==> src/rtl/fifo_write_arbiter.sv <==
`default_nettype none
// ============================================================================
//  Module  : fifo_write_arbiter
//  Purpose : Two-requester burst write arbiter in front of a shared FIFO.
//            Round-robin by default; define FIFO_ARB_STRICT_PRIORITY_EN for
//            fixed priority to requester 0.
//  Rev     : 1.0  initial release
// ============================================================================
module fifo_write_arbiter #(
    parameter int DATA_SIZE = 8,
    parameter int BURST_LEN = 4
) (
    input  logic                 clk,
    input  logic                 reset_n,
    input  logic                 req0_valid,
    input  logic [DATA_SIZE-1:0] req0_data,
    output logic                 req0_ready,
    input  logic                 req1_valid,
    input  logic [DATA_SIZE-1:0] req1_data,
    output logic                 req1_ready,
    input  logic                 fifo_full,
    output logic                 write_to_fifo,
    output logic [DATA_SIZE-1:0] write_data_out,
    output logic [1:0]           grant
);

    localparam logic [1:0] S_IDLE   = 2'd0;
    localparam logic [1:0] S_GRANT0 = 2'd1;
    localparam logic [1:0] S_GRANT1 = 2'd2;
    localparam logic [3:0] C_LAST   = 4'(BURST_LEN - 1);

    logic [1:0] state_q, state_d;
    logic [3:0] burst_cnt_q, burst_cnt_d;
    logic       sel_valid;
    logic       xfer;
    logic       pick1;

    // Owner's valid qualified by FIFO space; IDLE never transfers.
    always_comb begin
        sel_valid = 1'b0;
        case (state_q)
            S_GRANT0: sel_valid = req0_valid;
            S_GRANT1: sel_valid = req1_valid;
            default:  sel_valid = 1'b0;
        endcase
        xfer = sel_valid & ~fifo_full;
    end

`ifdef FIFO_ARB_STRICT_PRIORITY_EN
    always_comb begin
        pick1 = ~req0_valid;
    end
`else
    logic last_owner_q, last_owner_d;

    // last_owner resets to 1 so requester 0 wins the first tie.
    always_ff @(posedge clk or negedge reset_n) begin
        if (!reset_n) begin
            last_owner_q <= 1'b1;
        end else begin
            last_owner_q <= last_owner_d;
        end
    end

    always_comb begin
        last_owner_d = last_owner_q;
        if (state_q == S_GRANT0 && (!req0_valid || (xfer && burst_cnt_q == C_LAST))) begin
            last_owner_d = 1'b0;
        end else if (state_q == S_GRANT1 && (!req1_valid || (xfer && burst_cnt_q == C_LAST))) begin
            last_owner_d = 1'b1;
        end
        pick1 = req1_valid & (~req0_valid | ~last_owner_q);
    end
`endif

    always_ff @(posedge clk or negedge reset_n) begin
        if (!reset_n) begin
            state_q     <= S_IDLE;
            burst_cnt_q <= 4'd0;
        end else begin
            state_q     <= state_d;
            burst_cnt_q <= burst_cnt_d;
        end
    end

    always_comb begin
        state_d     = state_q;
        burst_cnt_d = burst_cnt_q;
        case (state_q)
            S_IDLE: begin
                burst_cnt_d = 4'd0;
                if (req0_valid || req1_valid) begin
                    state_d = pick1 ? S_GRANT1 : S_GRANT0;
                end
            end
            S_GRANT0, S_GRANT1: begin
                if (!sel_valid) begin
                    state_d     = S_IDLE;
                    burst_cnt_d = 4'd0;
                end else if (xfer) begin
                    if (burst_cnt_q == C_LAST) begin
                        state_d     = S_IDLE;
                        burst_cnt_d = 4'd0;
                    end else begin
                        burst_cnt_d = burst_cnt_q + 4'd1;
                    end
                end
            end
            default: begin
                state_d     = S_IDLE;
                burst_cnt_d = 4'd0;
            end
        endcase
    end

    always_comb begin
        req0_ready     = 1'b0;
        req1_ready     = 1'b0;
        grant          = 2'b00;
        write_data_out = '0;
        write_to_fifo  = xfer;
        case (state_q)
            S_GRANT0: begin
                req0_ready     = ~fifo_full;
                grant          = 2'b01;
                write_data_out = req0_data;
            end
            S_GRANT1: begin
                req1_ready     = ~fifo_full;
                grant          = 2'b10;
                write_data_out = req1_data;
            end
            default: begin
                req0_ready = 1'b0;
            end
        endcase
    end

endmodule
`default_nettype wire

==> config.mk <==
export PLATFORM = sky130hd
export DESIGN_NAME = fifo_write_arbiter
export DESIGN_NICKNAME = d
export VERILOG_FILES = /design/src/rtl/fifo_write_arbiter.sv
export SDC_FILE = /design/constraint.sdc
export NUM_CORES = 1
export LEC_CHECK = 0
export BUFFER_PORTS_ARGS = -buffer_cell sky130_fd_sc_hd__buf_2
export CAP_MARGIN = 20
export CORE_MARGIN = 4
export CORE_UTILIZATION = 45
export CTS_BUF_LIST = sky130_fd_sc_hd__clkbuf_8
export DETAILED_ROUTE_END_ITERATION = 10
export MAX_ROUTING_LAYER = met4
export PLACE_DENSITY = 0.81
export REMOVE_ABC_BUFFERS = 1
export SYNTH_ARGS = -nofsm -noshare
export SYNTH_HDL_FRONTEND = slang
export SYNTH_SLANG_ARGS = --single-unit
==> constraint.sdc <==
create_clock -name clk -period 2.2 [get_ports clk]
set_clock_uncertainty 0.05 [all_clocks]
set_input_delay 0.44 -clock clk [delete_from_list [all_inputs] [get_ports clk]]
set_output_delay 0.44 -clock clk [all_outputs]
set_load 0.01 [all_outputs]
==> results.md <==
* Hold path start: last_owner_q
* WS Path Type: reg2out
* Vias in the first global route at 603
* Status: finished, final reports clean
* Seq/Total Area, Yosys at 0.287
* Worst setup EP type: primary output
* Hpwl dp at between 1000 and 1500 um
* CTS tree: done
* CP required at between 1.5 and 2 ns
* Largest net degree at the start of global routing at 12
* Antenna viol nets, final at 0
* Htree depth at 1
* Setup TNS at 0 ns
* Worst rel slew slack at 0.760
* Clk sink count at 7
* Fin nets at 136
* Wire per inst at roughly 13 um
* Crit path launch type: flip-flop
* Synthesized instance count at 72
* Row count at 13
* Vias after detailed routing at roughly 680
* Crit path max fanout at 5
* Initial antenna violation count at 0
* Worst hold path class: reg2reg
* Worst setup path startpoint: state_q[0]
* Worst IR drop on VDD at 0.000685 V
* Most common cell after layout, fill and taps aside: buf_2
* First-pass GRT wire length at 2390 um
* Pleak at about 0.00043 uW
* Slowest stage delay, CP at 0.41 ns
* Fraction of layout cells with a size suffix above 1 at 0.407
* Pre-CTS WS at slightly above 0.4 ns
* Mean Syn Cell Area at roughly 8.5 sq um
* Worst-margin pin slew at roughly 0.36 ns
* Number of diodes at 0
* Crit path cell chain: inv_1 -> ha_1 -> a22o_1 -> nand2_1 -> nor2_1 -> buf_2
* First-pass detailed-route iteration total at 4
* Max Clk Rate at between 0.4 and 0.5 GHz
* CTS max path bufs at 2
* GRT Residual Overflow at 0
* Chip Width at approximately 45 um
* PD cells at 999 mW/mm^2
* Clock-pin slew on the worst setup and hold paths at 0.04 ns
* Cell Area, Synth at a little over 600 sq um
* Worst-skew pair later-pin latency at ~0.22 ns
* Max cap viols at 0
* Top-Level Pins at 34
* Final setup vio count at 0
* Hold Slack at roughly 0.51 ns
* Reg2Reg Launch Point: state_q[0]
* Die Y at 45.0 um
* Arr. time, crit path at around 1.6 ns
* Routability cong. at ~0.80
* Tcrit/Tclk final at 0.929
* Synth top area share at 0.244
* Final core utilization at 0.649
* Most frequent cells in the layout: buf_2 (33), nor2_1 (13), a22oi_1 (9)
* FF+latch count, synth at 7
* Pins Over Slew Limit at 0
* Yosys warns at 0
* Area Growth Syn to Fin at 37.5%
* Slowest-stage cell, CP: dfrtp_1
* DR iter-0 viols at 9
* Tot Pwr at 844 uW
* Unrepaired setup endpoints after global routing: no
* Via-to-Cell Ratio at around 5.5
* Final hold vios at 0
* Cts bufs inserted at 3
* Yosys top cell by area: dfrtp_1
* Die Area at slightly above 0.002 sq mm
* Yosys cell types at 31
* GRT Overall Usage at 0.164
* Starting density of the core at 0.472
* CTS Root Cell: clkbuf_8
* Largest cells by area after synthesis: dfrtp_1 (24%), ha_1 (12%), a22oi_1 (11%), nor2_1 (7.9%), dfstp_2 (4.3%)
* Min Tclk post-route at ~2 ns
* Routed WL at between 1500 and 2000 um
* Post-route DRC at 0
* Port-buffer cells at 33
* Post-CTS resize count at 0
* CORE AREA at about 0.0013 sq mm
* Final setup margin at 0.156 ns
synthesized netlist by cell type, drive strengths merged:
| cell type | count |
|---|---|
| nor4b | 1 |
| nand2 | 3 |
| inv | 6 |
| dfrtp | 6 |
| mux2i | 1 |
| o31ai | 2 |
| nor2 | 13 |
| nand4b | 1 |
| nand2b | 1 |
| a22oi | 9 |
| nor4 | 1 |
| o22ai | 2 |
| nor2b | 1 |
| buf | 2 |
| ha | 6 |
| a31oi | 1 |
| o21ai | 1 |
| o32a | 1 |
| nand4 | 1 |
| nand3 | 1 |
| a2bb2oi | 1 |
| clkbuf | 2 |
| xor2 | 1 |
| nor3 | 2 |
| a22o | 1 |
| a21oi | 2 |
| or4b | 2 |
| dfstp | 1 |
report_power, final:
| group | internal, uW | switching (uW) |
|---|---|---|
| clock network | 120 | 47.3 |
| logic | 201 | 291 |
| registers | 160 | 23.4 |
flip-flops by register name, indices dropped and copies added (netlist names):
register and count:
burst_cnt_q 4, state_q 2, last_owner_q 1
critical path: cells and delay by family, from the launching register on:
| family | cells | cell delay (ns) |
|---|---|---|
| flip-flops | 1 | 0.41 |
| AO/OA/AOI/OAI | 1 | 0.19 |
| buffers and inverters | 2 | 0.27 |
| AND/OR/NAND/NOR | 2 | 0.23 |
| adder cells (fa/ha/maj) | 1 | 0.24 |
final timing paths:
kind                                 end  slack, ns  cells past startpoint
max in group asynchronous   last_owner_q       1.35                      2
min in group asynchronous     state_q[0]       0.53                      2
setup / recovery           write_to_fifo       0.16                      6
setup reg to reg              state_q[0]       0.41                      6
hold reg to reg             last_owner_q       0.51                      2
hold / removal              last_owner_q       0.51                      2
logic make-up after synthesis:
family | count (synthesis) | synth area share
AOI/OAI and AO/OA | 20 | 0.234
xor gates and xnor gates | 1 | 0.0143
adders and majority gates | 6 | 0.122
buffers and inverters | 10 | 0.0753
DFF | 7 | 0.287
muxes | 1 | 0.0163
and+or+nand+nor | 27 | 0.251
metal layers:
layer / global-route usage / routed length [um] / up-vias
li1: - / - / 335
met1: 0.161 / 601 / 307
met2: 0.305 / 781 / 34
met3: 0.0199 / 174 / 2
met4: 0.0877 / 8 / 0
met5: - / 0 / -
what timing repair did:
action / in CTS / in global routing
setup buffers: 0 / 0
endpoints found under the hold margin: 6 / 0
hold buffers: 1 / 0
final cells by class:
type / count / area (sq um)
fillers: 115 / 457
clock buffers: 3 / 41.3
multi-input cells: 55 / 392
repair buffers: 36 / 190
well taps: 15 / 18.8
flip-flops and latches: 7 / 176
inverters: 6 / 22.5
clock inverters: 1 / 3.75
per-stage QoR:
stage | instance area, sq um | cells
final | 845 | 123
after global routing | 845 | 123
after CTS | 845 | 123
after detailed placement | 790 | 118
after global placement | 790 | 118
after floorplan | 591 | 68
No activity file was read; power rests on OpenSTA's default activity.
